[config.mk]
export PLATFORM = sky130hd
export DESIGN_NAME = mem_port_arbiter
export DESIGN_NICKNAME = d
export VERILOG_FILES = /design/src/rtl/mem_port_arbiter.sv
export SDC_FILE = /design/constraint.sdc
export NUM_CORES = 1
export LEC_CHECK = 0
export CAP_MARGIN = 20
export CORE_ASPECT_RATIO = 1.1
export CORE_MARGIN = 10
export CORE_UTILIZATION = 42
export DETAILED_ROUTE_END_ITERATION = 12
export HOLD_SLACK_MARGIN = 0.12
export PLACE_DENSITY_LB_ADDON = 0.25
export SLEW_MARGIN = 10
export SYNTH_ARGS = -nofsm -noshare
export SYNTH_HDL_FRONTEND = slang
export SYNTH_SLANG_ARGS = --single-unit
export TNS_END_PERCENT = 20
[constraint.sdc]
create_clock -name i_clk -period 1.8 [get_ports i_clk]
set_clock_uncertainty 0.05 [all_clocks]
set_input_delay 0.54 -clock i_clk [delete_from_list [all_inputs] [get_ports i_clk]]
set_output_delay 0.54 -clock i_clk [all_outputs]
set_load 0.01 [all_outputs]
[src/rtl/mem_port_arbiter.sv]
// mem_port_arbiter: shares one variable-latency memory port between fetch and data requesters
module mem_port_arbiter #(
  parameter int          STARVE_LIMIT = 4,
  parameter int          TIMEOUT      = 16,
  parameter logic [31:0] ERR_DATA     = 32'hDEADBEEF
) (
  input  logic        i_clk,
  input  logic        i_rst_n,
  input  logic        i_if_req,
  input  logic [31:0] i_if_addr,
  output logic [31:0] o_if_rdata,
  output logic        o_if_done,
  input  logic        i_dm_req,
  input  logic        i_dm_we,
  input  logic [31:0] i_dm_addr,
  input  logic [31:0] i_dm_wdata,
  output logic [31:0] o_dm_rdata,
  output logic        o_dm_done,
  output logic        o_mem_valid,
  output logic        o_mem_we,
  output logic [31:0] o_mem_addr,
  output logic [31:0] o_mem_wdata,
  input  logic        i_mem_ready,
  input  logic [31:0] i_mem_rdata,
  output logic        o_stall_if,
  output logic        o_stall_mem,
  output logic        o_abort
);
  localparam int SW = $clog2(STARVE_LIMIT + 1);
  localparam int TW = $clog2(TIMEOUT);
  typedef enum logic [1:0] {IDLE, FETCH, DATA, DONE} state_t;
  state_t      r_state;
  logic        r_mem_valid, r_mem_we, r_if_done, r_dm_done, r_abort;
  logic [31:0] r_mem_addr, r_mem_wdata, r_if_rdata, r_dm_rdata;
  logic [SW-1:0] r_starve;
  logic [TW-1:0] r_tmo;
  logic        w_grant_if, w_finish;
  // Data wins a tie unless fetch has already been passed over STARVE_LIMIT times.
  assign w_grant_if = i_if_req && (!i_dm_req || r_starve == SW'(STARVE_LIMIT));
  assign w_finish   = i_mem_ready || r_tmo == TW'(TIMEOUT - 1);
  always_ff @(posedge i_clk or negedge i_rst_n) begin
    if (!i_rst_n) begin
      r_state     <= IDLE;
      r_mem_valid <= 1'b0;
      r_mem_we    <= 1'b0;
      r_mem_addr  <= '0;
      r_mem_wdata <= '0;
      r_if_rdata  <= '0;
      r_dm_rdata  <= '0;
      r_if_done   <= 1'b0;
      r_dm_done   <= 1'b0;
      r_abort     <= 1'b0;
      r_starve    <= '0;
      r_tmo       <= '0;
    end else begin
      case (r_state)
        IDLE: if (i_if_req || i_dm_req) begin
          r_mem_valid <= 1'b1;
          r_mem_we    <= !w_grant_if && i_dm_we;
          r_mem_addr  <= w_grant_if ? i_if_addr : i_dm_addr;
          r_mem_wdata <= i_dm_wdata;
          r_starve    <= (w_grant_if || !i_if_req) ? '0 :
                         (r_starve == SW'(STARVE_LIMIT)) ? r_starve : r_starve + 1'b1;
          r_state     <= w_grant_if ? FETCH : DATA;
        end
        FETCH, DATA: begin
          r_tmo <= r_tmo + 1'b1;
          if (w_finish) begin
            r_mem_valid <= 1'b0;
            r_abort     <= !i_mem_ready;
            r_state     <= DONE;
            if (r_state == FETCH) begin
              r_if_done  <= 1'b1;
              r_if_rdata <= i_mem_ready ? i_mem_rdata : ERR_DATA;
            end else begin
              r_dm_done  <= 1'b1;
              if (!r_mem_we) r_dm_rdata <= i_mem_ready ? i_mem_rdata : ERR_DATA;
            end
          end
        end
        default: begin
          r_if_done <= 1'b0;
          r_dm_done <= 1'b0;
          r_abort   <= 1'b0;
          r_tmo     <= '0;
          r_state   <= IDLE;
        end
      endcase
    end
  end
  assign o_mem_valid = r_mem_valid;
  assign o_mem_we    = r_mem_we;
  assign o_mem_addr  = r_mem_addr;
  assign o_mem_wdata = r_mem_wdata;
  assign o_if_rdata  = r_if_rdata;
  assign o_dm_rdata  = r_dm_rdata;
  assign o_if_done   = r_if_done;
  assign o_dm_done   = r_dm_done;
  assign o_abort     = r_abort;
  assign o_stall_if  = i_if_req && !r_if_done;
  assign o_stall_mem = i_dm_req && !r_dm_done;
endmodule

==> results.cfg, run 1 <==
[setup_path]
worstPathArrival_ns = 2.00
worst_ep_required_time_ns = 2.04
timing_worst_setup_path_type = flip-flop to flip-flop
setup.worst_path.start_class = flip-flop
cp_cell_sequence = inv_2, ha_2, buf_4, and2_2, a32o_1
timing.critical_path.slowest_cell_delay_ns = 0.41
worstPathMaxFanout = 16
worstPathBufferInverterCount = 2
worst_path_dominant_cell_family = flip-flops
critPathCaptureType = flip-flop
critPathSlowestCell = dfrtp_1

[sta]
final.setup.worst_slack_ns = 0.04275
hold_viol_final = 0
timing.fmax_mhz = 569.1
post-route-min-period_ns = 1.757
worst_pin_slew_ns = 0.3519
finalSetupViolations = 0
rsz0062_at_grt = yes
finalCritPeriodShare_pct = 97.63
timing.final.max_slew_violations = 0
max_slew_margin_pct = 76.49

[synth]
syn-mean-instance-area_sq_um = 10.68
asyncSetResetFlopFracSynth_pct = 100.0
post_synth_inst_count = 575
ys_seq_area_share_pct = 57.85
syn_area_sq_um = 6142
post_synth_num_cell_types = 40
yosysTopAreaCellShare_pct = 57.85
synth.ff_latch_count = 142
synthesis.yosys.warnings = 0
synth_nets = 716
synth_top_cells_by_area = dfrtp_1 (58%), nand2_1 (10%), a2bb2oi_1 (7.0%)
synth.most_common_cell = nand2_1
synthTopCellsByCount = nand2_1 (168), dfrtp_1 (142), a2bb2oi_1 (49), nand4_1 (32), o211ai_2 (29)
yosys.area.top_type = dfrtp_1
ys_dominant_reg_cell = dfrtp_1
synth_edf_count = 0

[global_route]
met3_usage_pct = 9.993
largest_net_degree_at_the_start_of_global_routing = 63
number_of_antenna_violations_at_the_first_check_in_global_routing = 0
grt_usage_pct = 21.29
grt_most_used_layer = met2
grt_overflow_total = 0
grtUsageMet1_pct = 23.53
grt_pass1_vias = 6143
groute.layer.met2.usage_pct = 34.68
grt_first_pass_wirelength_mm = 33.62

[clock_network]
tritoncts = done
cts_num_sinks = 142
cts.root.buffer_cell = clkbuf_16
clock_tree.buffer_depth = 2
worst_skew_pair.late_latency_ns = 0.41
cts.htree.levels = 4
cts_setup_buffers = 0
number_of_buffers_inserted_during_clock_tree_synthesis = 17
cts.clk_slew.worst_paths_ns = 0.06

[drt]
initialDrtViolationCount = 348
routed-via-count = 5634
avgRoutedWirePerCell_um = 20.29
postRouteWirelength_mm = 21.45
drtPass1Iterations = 5
vias_per_cell = 5.330
post-route-drc-count = 0
count_of_antenna_violating_nets_left_after_detailed_routing = 0

[floorplan]
height_of_the_chip_um = 146.8
coreArea_sq_um = 14390
io_pins = 269
start_util_pct = 42.69
floorplan.die_area_sq_um = 19870
die-width_um = 135.3
number_of_placement_rows = 46

[finish]
drive_above_1_share_pct = 13.99
syn2layout_area_growth_pct = 57.12
finalNetCount = 993
seq_area_sq_um = 3555
layout.cell_area.non_filler_sq_um = 9651
final_core_utilization_pct = 67.07
multi_input_area_sq_um = 2364
diodes = 0
final.fill_count = 1170

[pwr]
power_per_cell_area_nw_per_um2 = 1777
peakVddDrop_mv = 0.8058
cellLeakagePower_nw = 4.542
report.power.total_w = 0.01715

[run]
maxCapViolCount = 0

[placed_design]
detailedPlacementHpwl_mm = 16.24
post_dp_cell_area_sq_um = 9240
detailedPlace.worstSlack_ns = -0.4930
number_of_buffers_inserted_by_port_buffering = 268
final_weighted_congestion_of_routability_driven_global_placement = 0.8659

[outcome]
result_of_the_run = finished, final reports clean

[worst_hold_path]
hold_path.class = flip-flop to flip-flop
worst min-delay path: cells and delay by family, from the launching register on:
family | cells | cell delay, ns
flops | 1 | 0.34
simple gates | 2 | 0.10
final cells by class:
class / count / area share [%]
Sequential cell: 142 / 36.83
Tap cell: 192 / 2.489
Clock buffer: 17 / 4.408
Multi-Input combinational cell: 378 / 24.49
Inverter: 6 / 0.2334
Timing Repair Buffer: 307 / 30.26
Clock inverter: 15 / 1.284
final timing paths:
path | startpoint | to | slack [ns] | cells after the start
setup reg to reg | r_state[1]$_DFFE_PN0P_ | o_if_rdata[24]$_DFFE_PN0P_ | 0.04 | 5
max in group asynchronous | i_rst_n | o_mem_we$_DFFE_PN0P_ | 0.59 | 3
setup / recovery | r_state[1]$_DFFE_PN0P_ | o_if_rdata[24]$_DFFE_PN0P_ | 0.04 | 5
hold reg to reg | o_mem_wdata[18]$_DFFE_PN0P_ | o_mem_wdata[18]$_DFFE_PN0P_ | 0.42 | 2
min in group asynchronous | i_rst_n | o_dm_rdata[17]$_DFFE_PN0P_ | 0.50 | 2
hold / removal | o_mem_wdata[18]$_DFFE_PN0P_ | o_mem_wdata[18]$_DFFE_PN0P_ | 0.42 | 2
logic make-up after synthesis:
family | synth area share, %
DFF | 57.85
AOI/OAI and AO/OA | 18.50
muxes | 0.6926
and+or+nand+nor | 17.27
buffers and inverters | 4.257
adders and majority gates | 1.426
through the flow:
step | cells | TNS [ns] | hold WS, ns
final | 1057 | 0 | 0.4246
after global placement | 1024 | -36.54 | 0.3547
after detailed placement | 1024 | -40.20 | 0.3567
after CTS | 1057 | -0.1601 | 0.4259
after global routing | 1057 | -0.03015 | 0.4405
after floorplan | 575 | 0 | 0.1944
what timing repair did:
item                                    4_1_cts  5_1_grt
resized for setup                           143       11
hold buffers                                  1        0
hold endpoints to repair                     21        0
endpoints found under the setup margin      156      117
flip-flops by register name, summed over array words and instances (netlist names), 2 cells and up:
name,flops
o_dm_rdata,32
o_mem_addr,32
r_tmo,4
r_state,2
o_mem_wdata,32
o_if_rdata,32
r_starve,3
routing by layer:
layer	up-vias	routed length [um]
met5	-	0
met4	0	523
met3	31	2438
met2	273	10390
met1	2742	8098
li1	2588	-
layout by cell type, fill, tap and decap left out, types with 2 or more instances in the layout:
cell type        count
mux2i_1              2
dlygate4sd2_1      134
clkdlybuf4s50_1    130
clkinv_2             6
nor2_1              25
nor2b_1              3
buf_4               28
nand2b_1             2
o211ai_1             3
ha_1                 5
a31o_2               2
o211ai_2            29
o21ai_0              5
o22ai_1              2
buf_12               9
inv_1                4
nand2_1            168
buf_6                2
nor2_2               2
clkbuf_16           17
and3_1               2
a32o_1              18
nor2b_2              2
dfrtp_1            141
clkinv_4             2
ha_2                 2
a2bb2oi_1           49
mux2_2               2
nand3_1              4
buf_2                2
inv_2                2
clkinvlp_4           5
a21oi_1              2
nand4_1             32
power breakdown:
| part | switching [W] | internal, W | leakage, nW |
|---|---|---|---|
| sequential | 0.000885 | 0.00476 | 1.70 |
| combinational | 0.00436 | 0.00388 | 2.58 |
| clock | 0.00137 | 0.00189 | 0.261 |
| total | 0.00662 | 0.0105 | 4.54 |
Note: power is estimated with default switching activity, not from simulation.
==> run 2, diff against run 1 <==
--- a/config.mk
+++ b/config.mk
@@ -5,9 +5,9 @@
 export SDC_FILE = /design/constraint.sdc
 export NUM_CORES = 1
 export LEC_CHECK = 0
-export CAP_MARGIN = 20
+export CAP_MARGIN = 5
 export CORE_ASPECT_RATIO = 1.1
-export CORE_MARGIN = 10
+export CORE_MARGIN = 4
 export CORE_UTILIZATION = 42
 export DETAILED_ROUTE_END_ITERATION = 12
 export HOLD_SLACK_MARGIN = 0.12
==> run 2 against run 1 <==
  * Register-to-register slack about the same
  * Cell area increased by 2.1%
  * Final cell count decreased by 0.28%
  * First-iteration DRC count increased by 28%
  * Non-clock buffer count decreased by 2
  * Combinational power increased by 0.8%
  * Clock-buffer cell count increased by 3
  * Largest power group unchanged
==> results.cfg, run 2 (synthesis gave the netlist of run 1 again) <==
[finish]
final.fill_count = 1114
final_core_utilization_pct = 68.48
syn2layout_area_growth_pct = 60.42
finalNetCount = 991
final_cell_count_no_fill = 1054
layout.cell_area.non_filler_sq_um = 9853
drive_above_1_share_pct = 13.34
diodes = 0
layout_commonest_cell = nand2_1
most-common-layout-cells = nand2_1 (168), dfrtp_1 (141), dlygate4sd2_1 (134)

[clock_network]
cts.root.buffer_cell = clkbuf_16
cts_num_sinks = 142
number_of_buffers_inserted_during_clock_tree_synthesis = 17
cts_setup_buffers = 0
cts.clk_slew.worst_paths_ns = 0.06
worst_skew_pair.late_latency_ns = 0.42
clock_tree.buffer_depth = 2
cts.htree.levels = 4
tritoncts = done

[global_route]
grt_first_pass_wirelength_mm = 31.22
grt_usage_pct = 24.05
largest_net_degree_at_the_start_of_global_routing = 44
grt_pass1_vias = 6064
number_of_antenna_violations_at_the_first_check_in_global_routing = 0
grt_overflow_total = 0

[setup_path]
worstPathMaxFanout = 16
worst_ep_required_time_ns = 2.04
critPathCaptureType = flip-flop
setup.worst_path.start_class = flip-flop
worstPathArrival_ns = 1.99
timing_worst_setup_path_type = flip-flop to flip-flop

[floorplan]
coreArea_sq_um = 14390
number_of_placement_rows = 46
height_of_the_chip_um = 134.8
start_util_pct = 42.69
floorplan.die_area_sq_um = 16620
die-width_um = 123.3
io_pins = 269

[drt]
avgRoutedWirePerCell_um = 18.88
postRouteWirelength_mm = 19.90
post-route-drc-count = 0
initialDrtViolationCount = 445
drtPass1Iterations = 6
routed-via-count = 5684
vias_per_cell = 5.393
count_of_antenna_violating_nets_left_after_detailed_routing = 0

[sta]
hold_viol_final = 0
timing.fmax_mhz = 572.1
finalSetupViolations = 0
finalCritPeriodShare_pct = 97.10
fin_tns_setup_ns = 0
post-route-min-period_ns = 1.748
timing.final.max_slew_violations = 0
max_slew_margin_pct = 68.86
worst_pin_slew_ns = 0.4671

[placed_design]
dp.cells = 1022
detailedPlacementHpwl_mm = 14.01
number_of_buffers_inserted_by_port_buffering = 268
post_dp_cell_area_sq_um = 9303
final_weighted_congestion_of_routability_driven_global_placement = 0.8002

[pwr]
cellLeakagePower_nw = 4.636
peakVddDrop_mv = 0.7478
power_per_cell_area_nw_per_um2 = 1831
report.power.total_w = 0.01804

[worst_hold_path]
hold_path.class = flip-flop to flip-flop

[run]
maxCapViolCount = 0

[outcome]
result_of_the_run = finished, final reports clean
## run 2: stage by stage
stage,hold WS (ns),setup WS (ns)
final,0.4210,0.05215
after global routing,0.4458,-0.006523
after CTS,0.4221,-0.07128
after detailed placement,0.4123,-0.4872
after global placement,0.4072,-0.4800
after floorplan,0.1944,0.02070
## run 2: report_power, final
part | internal, W | leakage (nW) | switching (W)
clock network | 0.00277 | 0.330 | 0.00131
registers | 0.00476 | 1.70 | 0.000892
logic | 0.00399 | 2.60 | 0.00432
total | 0.0115 | 4.64 | 0.00652
## run 2: layout make-up
| class | count | area [sq um] | area share (%) |
|---|---|---|---|
| Clock buffer | 20 | 446.7 | 4.533 |
| Clock inverter | 11 | 236.5 | 2.400 |
| Inverter | 6 | 22.52 | 0.2286 |
| Multi-Input combinational cell | 378 | 2376 | 24.11 |
| Sequential cell | 142 | 3555 | 36.08 |
| Tap cell | 192 | 240.2 | 2.438 |
| Timing Repair Buffer | 305 | 2977 | 30.21 |
## run 2: worst paths after layout
kind                       cells past startpoint                    endpoint  slack [ns]                       start
min in group asynchronous                      2  o_if_rdata[14]$_DFFE_PN0P_        0.56                     i_rst_n
setup reg to reg                               5  o_dm_rdata[24]$_DFFE_PN0P_        0.05      r_state[1]$_DFFE_PN0P_
max in group asynchronous                      3  o_mem_addr[12]$_DFFE_PN0P_        0.55                     i_rst_n
setup / recovery                               5  o_dm_rdata[24]$_DFFE_PN0P_        0.05      r_state[1]$_DFFE_PN0P_
hold reg to reg                                2  o_mem_wdata[5]$_DFFE_PN0P_        0.42  o_mem_wdata[5]$_DFFE_PN0P_
hold / removal                                 2  o_mem_wdata[5]$_DFFE_PN0P_        0.42  o_mem_wdata[5]$_DFFE_PN0P_
## run 2: metal layers
metal	vias up	GRT usage [%]	routed length, um
li1	2583	-	-
met1	2798	28.70	7779
met2	270	39.65	9900
met3	33	8.463	1855
met4	0	9.538	365
met5	-	0	0
## run 2: worst max-delay path, stage by stage (launching register included)
cell     delay, ns
dfrtp_1       0.40
inv_1         0.10
ha_2          0.28
buf_4         0.18
and2_2        0.31
a32o_1        0.30
## run 2: timing repair
item	CTS	global route
endpoints found under the setup margin	179	40
resized for setup	144	8
hold buffers	1	0
hold endpoints to repair	39	0
